===== src/rtl/uart_pkg.sv =====
// Shared UART definitions: FSM state encoding and mid-bit sample points.
// Used by uart_rx16 and the matching uart_tx16.
package uart_pkg;

  typedef enum logic [2:0] {
    IDLE,
    START,
    DATA,
    PARITY,
    STOP,
    BREAK
  } uart_state_e;

  localparam logic [3:0] MID_START = 4'd7;
  localparam logic [3:0] MID_BIT   = 4'd15;

  function automatic logic [3:0] midStart(int os);
    return 4'(os / 2 - 1);
  endfunction

endpackage


===== src/rtl/uart_rx16_if.sv =====
// Byte handshake between uart_rx16 and its consumer.
// master drives data/valid, slave drives ready.
interface uart_rx16_if #(
  parameter int DATA_BITS = 8
);

  logic [DATA_BITS-1:0] rx_data;
  logic                 rx_valid;
  logic                 rx_ready;

  modport master (
    output rx_data,
    output rx_valid,
    input  rx_ready
  );

  modport slave (
    input  rx_data,
    input  rx_valid,
    output rx_ready
  );

endinterface


===== src/rtl/rx_sync.sv =====
// Flop-chain synchroniser with configurable reset value
// plus a one-cycle rising-edge detect on the synchronised level.
module rx_sync #(
  parameter int   STAGES  = 2,
  parameter logic RST_VAL = 1'b1
) (
  input  logic clk,
  input  logic rst,
  input  logic d,
  output logic q,
  output logic rise
);

  logic [STAGES-1:0] ff;
  logic              prev;

  always_ff @(posedge clk or negedge rst) begin
    if (!rst) begin
      ff   <= {STAGES{RST_VAL}};
      prev <= RST_VAL;
    end else begin
      ff   <= {ff[STAGES-2:0], d};
      prev <= ff[STAGES-1];
    end
  end

  assign q    = ff[STAGES-1];
  assign rise = q & ~prev;

endmodule


===== src/rtl/uart_rx16.sv =====
// 16x-oversampling UART receiver, valid/ready byte output.
// Define UART_RX_PARITY_EN to add a parity bit (par_odd, parity_err).
module uart_rx16
  import uart_pkg::*;
#(
  parameter int DATA_BITS   = 8,
  parameter int OVERSAMPLE  = 16,
  parameter int SYNC_STAGES = 2
) (
  input  logic clk,
  input  logic rst,
  input  logic en,
  input  logic baud16,
  input  logic rxd,
`ifdef UART_RX_PARITY_EN
  input  logic par_odd,
  output logic parity_err,
`endif
  uart_rx16_if.master rx,
  output logic frame_err,
  output logic overrun,
  output logic busy
);

  localparam logic [3:0] SMID  = midStart(OVERSAMPLE);
  localparam logic [3:0] SLAST = 4'(OVERSAMPLE - 1);
  localparam logic [2:0] BLAST = 3'(DATA_BITS - 1);

  uart_state_e          state;
  logic [3:0]           scnt;
  logic [2:0]           bcnt;
  logic [DATA_BITS-1:0] shift;
  logic                 tick;
  logic                 rxdS;
  logic                 step;
  logic                 stopAt;
  logic                 doLoad;
  logic                 hs;
  logic                 unusedBaudLvl;
  logic                 unusedRxdRise;

  rx_sync #(
    .STAGES  (SYNC_STAGES),
    .RST_VAL (1'b1)
  ) uBaudSync (
    .clk  (clk),
    .rst  (rst),
    .d    (baud16),
    .q    (unusedBaudLvl),
    .rise (tick)
  );

  rx_sync #(
    .STAGES  (SYNC_STAGES),
    .RST_VAL (1'b1)
  ) uRxdSync (
    .clk  (clk),
    .rst  (rst),
    .d    (rxd),
    .q    (rxdS),
    .rise (unusedRxdRise)
  );

  assign step   = tick & en;
  assign stopAt = step & (state == STOP) & (scnt == SLAST);
  assign doLoad = stopAt & rxdS;
  assign hs     = rx.rx_valid & rx.rx_ready;
  assign busy   = (state != IDLE);

`ifdef UART_RX_PARITY_EN
  logic parBit;
  logic parMis;

  assign parMis = ((^shift) ^ parBit) != par_odd;

  always_ff @(posedge clk or negedge rst) begin
    if (!rst) begin
      parity_err <= 1'b0;
    end else begin
      parity_err <= doLoad & parMis;
    end
  end
`endif

  always_ff @(posedge clk or negedge rst) begin
    if (!rst) begin
      state     <= IDLE;
      scnt      <= '0;
      bcnt      <= '0;
      shift     <= '0;
      frame_err <= 1'b0;
`ifdef UART_RX_PARITY_EN
      parBit    <= 1'b0;
`endif
    end else begin
      frame_err <= stopAt & ~rxdS;
      if (step) begin
        unique case (state)
          IDLE: begin
            if (!rxdS) begin
              state <= START;
              scnt  <= '0;
            end
          end
          START: begin
            if (scnt == SMID) begin
              scnt  <= '0;
              bcnt  <= '0;
              state <= rxdS ? IDLE : DATA;
            end else begin
              scnt <= scnt + 4'd1;
            end
          end
          DATA: begin
            if (scnt == SLAST) begin
              scnt  <= '0;
              shift <= {rxdS, shift[DATA_BITS-1:1]};
              bcnt  <= bcnt + 3'd1;
              if (bcnt == BLAST) begin
                bcnt  <= '0;
`ifdef UART_RX_PARITY_EN
                state <= PARITY;
`else
                state <= STOP;
`endif
              end
            end else begin
              scnt <= scnt + 4'd1;
            end
          end
`ifdef UART_RX_PARITY_EN
          PARITY: begin
            if (scnt == SLAST) begin
              scnt   <= '0;
              parBit <= rxdS;
              state  <= STOP;
            end else begin
              scnt <= scnt + 4'd1;
            end
          end
`endif
          STOP: begin
            if (scnt == SLAST) begin
              scnt  <= '0;
              state <= rxdS ? IDLE : BREAK;
            end else begin
              scnt <= scnt + 4'd1;
            end
          end
          BREAK: begin
            if (rxdS) state <= IDLE;
          end
          default: state <= IDLE;
        endcase
      end
    end
  end

  // A completed byte never overwrites one the consumer has not taken.
  always_ff @(posedge clk or negedge rst) begin
    if (!rst) begin
      rx.rx_data  <= '0;
      rx.rx_valid <= 1'b0;
      overrun     <= 1'b0;
    end else if (doLoad) begin
      if (rx.rx_valid && !rx.rx_ready) begin
        overrun <= 1'b1;
      end else begin
        rx.rx_data  <= shift;
        rx.rx_valid <= 1'b1;
        overrun     <= 1'b0;
      end
    end else if (hs) begin
      rx.rx_valid <= 1'b0;
      overrun     <= 1'b0;
    end
  end

endmodule

===== src/flat_wrapper.sv =====
// flat-port wrapper written by rule: the top's interface ports become plain ports
module uart_rx16_flat import uart_pkg::*;
#(
  parameter int DATA_BITS   = 8,
  parameter int OVERSAMPLE  = 16,
  parameter int SYNC_STAGES = 2
)
  (clk, rst, en, baud16, rxd, frame_err, overrun, busy, rx_rx_data, rx_rx_valid, rx_rx_ready);
  uart_rx16_if #(.DATA_BITS(DATA_BITS)) rx_i ();
  input  logic clk;
  input  logic rst;
  input  logic en;
  input  logic baud16;
  input  logic rxd;
  output logic frame_err;
  output logic overrun;
  output logic busy;
  output wire logic [$bits(rx_i.rx_data)-1:0] rx_rx_data;
  output wire logic [$bits(rx_i.rx_valid)-1:0] rx_rx_valid;
  input wire logic [$bits(rx_i.rx_ready)-1:0] rx_rx_ready;
  assign rx_rx_data = rx_i.rx_data;
  assign rx_rx_valid = rx_i.rx_valid;
  assign rx_i.rx_ready = rx_rx_ready;
  uart_rx16 #(.DATA_BITS(DATA_BITS), .OVERSAMPLE(OVERSAMPLE), .SYNC_STAGES(SYNC_STAGES)) u_core (.clk(clk), .rst(rst), .en(en), .baud16(baud16), .rxd(rxd), .rx(rx_i), .frame_err(frame_err), .overrun(overrun), .busy(busy));
endmodule

===== config.mk =====
export PLATFORM = sky130hd
export DESIGN_NAME = uart_rx16_flat
export DESIGN_NICKNAME = d
export VERILOG_FILES = /design/src/rtl/uart_pkg.sv /design/src/rtl/uart_rx16_if.sv /design/src/rtl/rx_sync.sv /design/src/rtl/uart_rx16.sv /design/src/flat_wrapper.sv
export SDC_FILE = /design/constraint.sdc
export NUM_CORES = 1
export LEC_CHECK = 0
export CORE_ASPECT_RATIO = 0.5
export CORE_MARGIN = 3
export CORE_UTILIZATION = 56
export DETAILED_ROUTE_END_ITERATION = 10
export DONT_BUFFER_PORTS = 1
export GPL_TIMING_DRIVEN = 0
export PLACE_DENSITY_LB_ADDON = 0.05
export SLEW_MARGIN = 10
export SYNTH_ARGS = -nofsm -noshare
export SYNTH_HDL_FRONTEND = slang
export SYNTH_HIERARCHICAL = 1
export SYNTH_SLANG_ARGS = --single-unit

===== constraint.sdc =====
create_clock -name clk -period 1.7 [get_ports clk]
set_input_delay 0.34 -clock clk [delete_from_list [all_inputs] [get_ports clk]]
set_output_delay 0.34 -clock clk [all_outputs]
set_load 0.01 [all_outputs]

# Word-level counts from Yosys, hierarchy flattened
# Cells that the tools add are included.
# totals
register_bits	34
latch_bits	0
ram_bits	0
rom_bits	0
input_bits	6
output_inout_bits	12
word_cells	73
memories	0
# classes
addsub	2
mul	0
div_mod_pow	0
n_lt_le_gt_ge	0
n_eq_ne	14
n_shift	0
mux	22
n_bitwise	10
n_reduce_logical	14
# ops
operator	count
3-bit 2-to-1 mux	10
3-bit case mux with 5 select lines	1
4-bit 2-to-1 mux	3
4-bit case mux with 3 select lines	1
3-bit == test (second input constant)	3
2-bit != test (second input constant)	4
1-bit bitwise AND	7
7-bit AND reduction	1
2-bit by 1-bit != test with 1-bit output (second input constant)	3
3-bit case mux with 2 select lines	1
3-bit AND reduction	2
3-bit nonzero test	2
1-bit 2-to-1 mux	5
4-bit by 1-bit adder with 4-bit output (second input constant)	1
4-bit by 3-bit == test with 1-bit output (second input constant)	1
4-bit == test (second input constant)	1
2-bit AND reduction	2
4-bit AND reduction	1
2-bit nonzero test	2
3-bit by 1-bit adder with 3-bit output (second input constant)	1
3-bit by 1-bit == test with 1-bit output (second input constant)	1
3-bit by 2-bit == test with 1-bit output (second input constant)	1
3-bit logical NOT	1
1-bit inverter	3
other kinds (4)	4

# Logic depth before layout (Yosys ltp)
# Gate-level depths: netlist of run 1.
# logic_depth
ltp_word	8
depth_mapped	6
ltp_nobuf	6

# Cells and area by module
# Netlist of run 1, hierarchy kept.
# by_module_without_submodules
mod	n_inst	cells_per_inst	area_per_inst_um2	seq_area_each_um2
uart_rx16	1	135	1505.2	725.7
rx_sync	2	4	92.6	78.8

# Worst setup path after synthesis of run 1
# OpenSTA, ideal clock, no wires.
# synth_path
path_kind	register to register
start	reg u_core.uBaudSync.ff[1]
end	reg u_core.shift[0]
setup_ns	0.125
t_arrival_ns	1.643
t_required_ns	1.575
setup_slack_ns	-0.068
path_stages_with_launch	5
n_path_buf	0
period_less_slack_ns	1.768
cell_sequence	dfstp_2 > nor2b_4 > nand4_1 > nor3_4 > mux2_2
# synth_via
elab_chain_cells	3
# synth_rtl
item	line	source
start: declaration	rx_sync.sv:14	logic [STAGES-1:0] ff;
start signal: assignment	rx_sync.sv:19	ff <= {STAGES{RST_VAL}};
start signal: assignment	rx_sync.sv:22	ff <= {ff[STAGES-2:0], d};
1-bit bitwise AND	rx_sync.sv:28	assign rise = q & ~prev;
named net u_core.tick	uart_rx16.sv:33	logic tick;
1-bit bitwise AND	uart_rx16.sv:64	assign step = tick & en;
3-bit AND reduction (no line)	n/a	
end signal: assignment	uart_rx16.sv:117	shift <= {rxdS, shift[DATA_BITS-1:1]};
end: declaration	uart_rx16.sv:32	logic [DATA_BITS-1:0] shift;
# The timed path passes the listed nets, and every way through them passes these cells.
# A chain may end at the register's enable or synchronous reset.

# Worst setup path in the final report of run 1
# layout_path
start	reg u_core.uBaudSync.ff[1]
end	reg u_core.shift[2]
# The elaborated chain is that of the path after synthesis.

==> results of run 1 <==
-- power by group through the flow --
stage	logic [mW]	clock network (mW)	registers (mW)
final	0.880	0.627	0.942
after global routing	0.949	0.689	0.946
after CTS	0.726	0.645	0.929
after detailed placement	0.514	0	0.943
after global placement	0.503	0	0.941
after floorplan	0.414	0	0.929
-- state kept, by name, summed over array words and instances, names as in the netlist --
name and flops:
u_core/rx.rx_data 8, u_core/shift 8, u_core/scnt 4, u_core/bcnt 3
u_core/state 3, u_core/uBaudSync/ff 2, u_core/uRxdSync/ff 2, u_core/frame_err 1
u_core/overrun 1, u_core/rx.rx_valid 1, u_core/uBaudSync/prev 1
-- through the flow --
stage / setup TNS [ns] / total power [mW] / util [%] / area [um2] / setup slack (ns)
5_1_grt: -1.82 / 2.58 / 77.5 / 2090 / -0.191
2_1_floorplan: -0.545 / 1.34 / - / 1650 / -0.0681
4_1_cts: -0.436 / 2.30 / 74.4 / 2010 / -0.0539
3_3_place_gp: -6.21 / 1.44 / 62.8 / 1700 / -0.420
3_5_place_dp: -6.10 / 1.46 / 62.8 / 1700 / -0.419
6_report: -0.599 / 2.45 / 77.5 / 2090 / -0.0670
-- per-layer routing --
| metal | vias up | wire (um) | part of all wire, % | track usage, % |
|---|---|---|---|---|
| met4 | 0 | 77 | 2.2 | 8.79 |
| met3 | 10 | 259 | 7.2 | 7.52 |
| met1 | 583 | 1610 | 45 | 28.3 |
| li1 | 575 | - | - | - |
| met5 | - | 0 | 0 | 0 |
| met2 | 44 | 1640 | 46 | 32.3 |
-- placed cells by master (no fill, tap or decap), types with 3 or more instances in the layout --
cell,n
a21oi_1,5
a21oi_2,3
buf_4,17
buf_6,5
clkbuf_8,7
dfrtp_1,28
dfstp_2,5
mux2_2,13
mux2_4,4
mux2i_1,4
nand2_1,6
nand2b_1,4
nand3_1,4
nor2_1,8
nor2b_1,3
o211ai_1,3
o21ai_0,4
o311ai_0,3
-- worst max-delay path, cell delays in order (launching register included) --
cell and delay (ns):
dfstp_2 0.53, nor2b_4 0.13, nand4_1 0.13, buf_6 0.16, nor3_4 0.20, buf_12 0.16, mux2_2 0.33
-- worst paths after layout --
check,startpoint,end,slack [ns],cells after the start
hold / removal,rxd,u_core/uRxdSync/ff[0]$_DFF_PN1_,0.05,0
max in group asynchronous,rst,u_core/uBaudSync/ff[1]$_DFF_PN1_,0.95,2
min in group asynchronous,rst,u_core/state[2]$_DFFE_PN0P_,0.50,2
setup / recovery,u_core/uBaudSync/ff[1]$_DFF_PN1_,u_core/shift[2]$_DFFE_PN0P_,-0.07,6
hold reg to reg,u_core/uBaudSync/ff[0]$_DFF_PN1_,u_core/uBaudSync/ff[1]$_DFF_PN1_,0.36,0
setup reg to reg,u_core/uBaudSync/ff[1]$_DFF_PN1_,u_core/shift[2]$_DFFE_PN0P_,-0.07,6
-- final cells by class --
class | count | area, um2
clock buffer | 6 | 82.6
tap | 37 | 46.3
sequential | 34 | 858
inverter | 2 | 7.51
multi-input combinational | 96 | 806
clock inverter | 2 | 12.5
fill | 168 | 607
timing repair buffer | 23 | 211
buffer | 7 | 68.8
-- repair_timing --
item / in CTS / in global routing
endpoints found under the hold margin: 34 / 0
hold buffers: 2 / 0
setup buffers: 14 / 7
setup endpoints to repair: 26 / 17
pin swaps: 5 / 6
gates resized for setup: 20 / 13
==> flow_summary.json, run 1 <==
{
  "max_cap_viol_count": 0,
  "holdCritPathClass": "input pin to register",
  "drc": 0,
  "via_per_inst": 5.86,
  "rows": 13,
  "clockRootBuffer": "clkbuf_8",
  "die_h_um": 44.4,
  "dr.pass1.iters": 5,
  "setup_viol": 13,
  "core_area_um2": 2700,
  "fin_nets": 178,
  "total_leakage_power_nw": 0.936,
  "skew_ns": 0.00340,
  "area_growth_pct": 26.8,
  "htree_levels": 2,
  "postRouteWirelength_um": 3580,
  "grt_max_degree": 35,
  "worst_pin_slew_ns": 0.412,
  "yosys_warnings": 6,
  "dp_cells": 178,
  "violations": "setup timing",
  "vias": 1212,
  "finalCritPeriodShare_pct": 104,
  "clk_pin_slew_ns": 0.07,
  "antennaDiodeCount": 0,
  "drv_slew": 0,
  "grt.overflow.total": 0,
  "cts_buffer_depth": 2,
  "grt_pass1_vias": 1176,
  "syn_avg_cell_area_um2": 11.7,
  "dpl.hpwl_um": 2110,
  "antenna_found_initial": 0,
  "antenna_left": 0,
  "setup_ws_ns": -0.0670,
  "cp-end-kind": "register",
  "io_pins": 18,
  "drtIter0Drc": 177,
  "fin_cells": 207,
  "cts.sinks": 34,
  "syn-num-nets": 150,
  "io_buffers": 0,
  "critPathLaunchType": "register",
  "rsz0062_at_grt": "true",
  "comb_power_share_pct": 35.9,
  "fmaxAchievable_ghz": 0.566,
  "crit_type": "register to register",
  "die_w_um": 82.8,
  "netlist_instances": 141,
  "ir_drop_mv": 0.750,
  "intPower_mw": 1.64,
  "crit_fanout": 9,
  "initial_core_util_pct": 61.1,
  "post-route-min-period_ns": 1.77,
  "required_ns": 1.87,
  "dieArea_um2": 3670,
  "p_seq_share_pct": 38.5,
  "wl_per_cell_um": 17.3,
  "gp_congestion": 0.850,
  "p_sw_uw": 805,
  "syn_area_um2": 1650,
  "outcome": "finished, violations left",
  "cts_buffers": 5,
  "slew-limit-headroom_pct": 72.3,
  "drive_above_1_share_pct": 42.9,
  "gr-usage-all-layers_pct": 21.4,
  "swShare_pct": 32.9,
  "cp.arrival_ns": 1.94,
  "powerDensity_nw_per_um2": 1170,
  "timing.hold.ws_ns": 0.0466,
  "grt_pass1_wl_um": 5660,
  "clockPowerShare_pct": 25.6,
  "cts_tree": "done",
  "hold_viol": 0,
  "clock_latency_ns": 0.28
}
(Power assumes the default switching activity.)
==> run 2, diff against run 1 <==
CORE_MARGIN = default   (was 3)
SLEW_MARGIN = default   (was 10)
==> flow_summary.json, run 2 (same netlist as run 1, synthesis figures left out) <==
{
  "final_common_cell": "dfrtp_1",
  "slowest_stage": "dfstp_2",
  "via_per_inst": 6.05,
  "worstHoldStart": "baud16",
  "grt_max_degree": 35,
  "cts_tree": "done",
  "area_growth_pct": 26.4,
  "antennaDiodeCount": 0,
  "timing.hold.ws_ns": 0.0450,
  "rows": 13,
  "fin_nets": 175,
  "dpl.hpwl_um": 2090,
  "fin_area_um2": 2090,
  "critPathLaunchType": "register",
  "ir_drop_mv": 0.625,
  "intPower_mw": 1.62,
  "max_cap_viol_count": 0,
  "violations": "setup timing",
  "antenna_left": 0,
  "initial_core_util_pct": 61.1,
  "dr.pass1.iters": 4,
  "cp_cell_sequence": "nor2b_4 > nand4_1 > buf_6 > nor3_4 > buf_12 > mux2_2",
  "drv_slew": 0,
  "comb_power_share_pct": 35.8,
  "antenna_found_initial": 0,
  "fin_util_pct": 77.2,
  "clk_pin_slew_ns": 0.07,
  "powerDensity_nw_per_um2": 1170,
  "setup_ws_ns": -0.111,
  "clockPowerShare_pct": 25.6,
  "r2r-start": "u_core/uBaudSync/ff[1]$_DFF_PN1_",
  "htree_levels": 2,
  "placed_cell_area_um2": 1700,
  "cp-end-kind": "register",
  "drive_above_1_share_pct": 43.7,
  "clockRootBuffer": "clkbuf_8",
  "grt_pass1_wl_um": 5710,
  "hold_viol": 0,
  "fin_cells": 204,
  "dieArea_um2": 3180,
  "gp_congestion": 0.881,
  "fmaxAchievable_ghz": 0.552,
  "wl_per_cell_um": 18.2,
  "gr-usage-all-layers_pct": 25.7,
  "die_w_um": 78.8,
  "grt.overflow.total": 0,
  "clock_latency_ns": 0.29,
  "p_seq_share_pct": 38.6,
  "core_area_um2": 2700,
  "cts.sinks": 34,
  "holdCritPathClass": "input pin to register",
  "skew_ns": 0.00655,
  "post-route-min-period_ns": 1.81,
  "drtIter0Drc": 120,
  "drc": 0,
  "required_ns": 1.87,
  "swShare_pct": 33.9,
  "cp-startpoint": "u_core/uBaudSync/ff[1]$_DFF_PN1_",
  "finalCritPeriodShare_pct": 107,
  "setup_viol": 12,
  "place_ws_ns": -0.433,
  "tns_ns": -0.879,
  "io_buffers": 0,
  "crit_type": "register to register",
  "grt_pass1_vias": 1164,
  "final_cell_mix": "dfrtp_1, mux2_2, buf_4, clkbuf_8, nand2_1",
  "rsz0062_at_grt": "true",
  "cts_buffers": 5,
  "outcome": "finished, violations left",
  "finalPower_mw": 2.45,
  "cts_buffer_depth": 2,
  "dp_cells": 178,
  "die_h_um": 40.4,
  "cp.arrival_ns": 1.98,
  "reg.largest.list": "u_core/rx.rx_data (8), u_core/shift (8), u_core/scnt (4)",
  "max_stage_delay_ns": 0.53,
  "vias": 1235,
  "total_leakage_power_nw": 0.923,
  "postRouteWirelength_um": 3710,
  "p_sw_uw": 831,
  "slew-limit-headroom_pct": 77.4,
  "crit_fanout": 9,
  "io_pins": 18,
  "worst_pin_slew_ns": 0.338
}
run 2: repair_timing:
action | CTS | global route
hold endpoints to repair | 34 | 0
endpoints found under the setup margin | 26 | 18
gates cloned | 0 | 1
gates resized for setup | 23 | 11
pin swaps | 5 | 2
hold buffers | 2 | 0
buffers inserted | 12 | 4
run 2: path summary, 6_finish.rpt:
kind | to | slack, ns | cells after the start
min reg2reg | u_core/uBaudSync/ff[1]$_DFF_PN1_ | 0.36 | 0
min | u_core/uBaudSync/ff[0]$_DFF_PN1_ | 0.04 | 0
min in group asynchronous | u_core/bcnt[1]$_DFFE_PN0P_ | 0.49 | 2
max in group asynchronous | u_core/uBaudSync/prev$_DFF_PN1_ | 0.96 | 2
max | u_core/shift[4]$_DFFE_PN0P_ | -0.11 | 6
max reg2reg | u_core/shift[4]$_DFFE_PN0P_ | -0.11 | 6
run 2: critical path: cells and delay by family (launching register included):
kind	cells	cell delay, ns
buffers and inverters	2	0.32
flip-flops	1	0.53
AND/OR/NAND/NOR	3	0.51
multiplexers	1	0.33
run 2: final cells by class:
cell class	count	area, um2
timing repair buffer	19	175
tap	37	46.3
inverter	2	7.51
sequential	34	857
buffer	8	81.3
clock inverter	2	12.5
fill	153	614
clock buffer	6	82.6
multi-input combinational	96	823
run 2: metal layers:
layer  vias to the layer above  wire length, um  share of wire, %  track usage [%]
met2                        52             1750                47             43.5
met5                         -                0                 0                0
met1                       616             1650                45             32.3
met3                         5              270               7.3             8.18
met4                         0               38               1.0             8.80
li1                        562                -                 -                -
run 2: power by group through the flow:
stage,clock (mW),sequential [mW],combinational (mW)
final,0.627,0.946,0.877
after global placement,0,0.942,0.507
after CTS,0.643,0.937,0.722
after global routing,0.677,0.950,0.930
after detailed placement,0,0.942,0.515
after floorplan,0,0.929,0.414
==> run 3, diff against run 2 <==
CTS_CLUSTER_DIAMETER = 50   (was default)
MAX_ROUTING_LAYER = met4   (was default)
==> flow_summary.json, run 3 (same netlist as run 1, synthesis figures left out) <==
{
  "outcome": "finished, violations left",
  "violations": "setup timing",
  "wl_per_cell_um": 17.9,
  "initial_core_util_pct": 61.1,
  "area_growth_pct": 26.4,
  "finalCritPeriodShare_pct": 106,
  "grt_max_degree": 35,
  "critPathLaunchType": "register",
  "final_cell_mix": "dfrtp_1, mux2_2, buf_4, clkbuf_8, nand2_1",
  "clock_latency_ns": 0.29,
  "fin_util_pct": 77.2,
  "reg.largest.list": "u_core/rx.rx_data (8), u_core/shift (8), u_core/scnt (4)",
  "grt_pass1_vias": 1158,
  "post-route-min-period_ns": 1.80,
  "cts_buffer_depth": 2,
  "dpl.hpwl_um": 2090,
  "postRouteWirelength_um": 3660,
  "grt.overflow.total": 0,
  "fmaxAchievable_ghz": 0.556,
  "max_cap_viol_count": 0,
  "cp.arrival_ns": 1.97,
  "powerDensity_nw_per_um2": 1170,
  "setup_ws_ns": -0.0998,
  "finalPower_mw": 2.45,
  "die_h_um": 40.4,
  "placed_cell_area_um2": 1700,
  "antenna_left": 0,
  "timing.hold.ws_ns": 0.0447,
  "fin_area_um2": 2090,
  "antenna_found_initial": 0,
  "cts.sinks": 34,
  "cts_tree": "done",
  "gp_congestion": 0.895,
  "gr-usage-all-layers_pct": 26.7,
  "fillCellCount": 153,
  "clk_pin_slew_ns": 0.07,
  "clockRootBuffer": "clkbuf_8",
  "grt_pass1_wl_um": 5730,
  "antennaDiodeCount": 0,
  "ir_drop_mv": 0.625,
  "drv_slew": 0,
  "holdCritPathClass": "input pin to register",
  "vias": 1249,
  "cts_buffers": 5,
  "fin_nets": 175,
  "io_buffers": 0,
  "cp-end-kind": "register",
  "final_common_cell": "dfrtp_1",
  "drtIter0Drc": 91,
  "required_ns": 1.87,
  "total_leakage_power_nw": 0.923,
  "drc": 0,
  "worst_pin_slew_ns": 0.334,
  "die_w_um": 78.8,
  "slew-limit-headroom_pct": 77.7,
  "core_area_um2": 2700,
  "place_ws_ns": -0.433,
  "dr.pass1.iters": 4,
  "rsz0062_at_grt": "true",
  "htree_levels": 2,
  "rows": 13,
  "hold_viol": 0,
  "via_per_inst": 6.12,
  "crit_type": "register to register",
  "dieArea_um2": 3180,
  "io_pins": 18,
  "skew_ns": 0.00881,
  "setup_viol": 11,
  "drive_above_1_share_pct": 43.7,
  "crit_fanout": 9
}
run 3: cell counts in the layout (fill, tap and decap cells not counted):
No cell type changed its count.
run 3: path summary, 6_finish.rpt:
path | to | cells after the start | slack, ns | start
max in group asynchronous | u_core/uBaudSync/prev$_DFF_PN1_ | 2 | 0.96 | rst
worst min register to register | u_core/uBaudSync/ff[1]$_DFF_PN1_ | 0 | 0.36 | u_core/uBaudSync/ff[0]$_DFF_PN1_
min in group asynchronous | u_core/bcnt[1]$_DFFE_PN0P_ | 2 | 0.48 | rst
worst max register to register | u_core/shift[4]$_DFFE_PN0P_ | 6 | -0.1 | u_core/uBaudSync/ff[1]$_DFF_PN1_
worst min-delay path | u_core/uBaudSync/ff[0]$_DFF_PN1_ | 0 | 0.04 | baud16
worst max-delay path | u_core/shift[4]$_DFFE_PN0P_ | 6 | -0.1 | u_core/uBaudSync/ff[1]$_DFF_PN1_
run 3: layout make-up:
| type | count | area, um2 | share of cell area [%] |
|---|---|---|---|
| Inverter | 2 | 7.51 | 0.360 |
| Sequential cell | 34 | 857 | 41.1 |
| Clock buffer | 6 | 82.6 | 3.96 |
| Multi-Input combinational cell | 96 | 823 | 39.5 |
| Timing Repair Buffer | 19 | 175 | 8.40 |
| Clock inverter | 2 | 12.5 | 0.600 |
| Buffer | 8 | 81.3 | 3.90 |
| Tap cell | 37 | 46.3 | 2.22 |
run 3: worst max-delay path: stages, from the launching register on:
cell and delay, ns:
dfstp_2 0.53, nor2b_4 0.15, nand4_1 0.12, buf_6 0.16, nor3_4 0.22, buf_12 0.16
mux2_2 0.33
run 3: power breakdown:
part | switching, mW | internal (mW)
Clock | 0.305 | 0.325
Combinational | 0.457 | 0.414
Sequential | 0.0643 | 0.881
run 3: per-stage QoR:
stage	std cells	TNS [ns]
after floorplan	141	-0.545
after global placement	178	-6.92
after detailed placement	178	-6.30
after CTS	199	-0.428
after global routing	204	-1.61
final	204	-0.758
run 3: per-layer routing:
| metal | up-vias | part of all wire [%] | GRT usage (%) |
|---|---|---|---|
| li1 | 564 | - | - |
| met1 | 635 | 45 | 32.4 |
| met2 | 45 | 47 | 43.5 |
| met3 | 5 | 7.3 | 8.86 |
| met4 | 0 | 1.1 | 8.80 |
| met5 | - | 0 | - |
run 3: what timing repair did:
action | in CTS | in global routing
setup buffers | 12 | 4
endpoints found under the hold margin | 34 | 0
pin swaps | 5 | 2
gates resized for setup | 23 | 11
setup endpoints to repair | 26 | 18
cloned | 0 | 1
hold buffers | 2 | 0
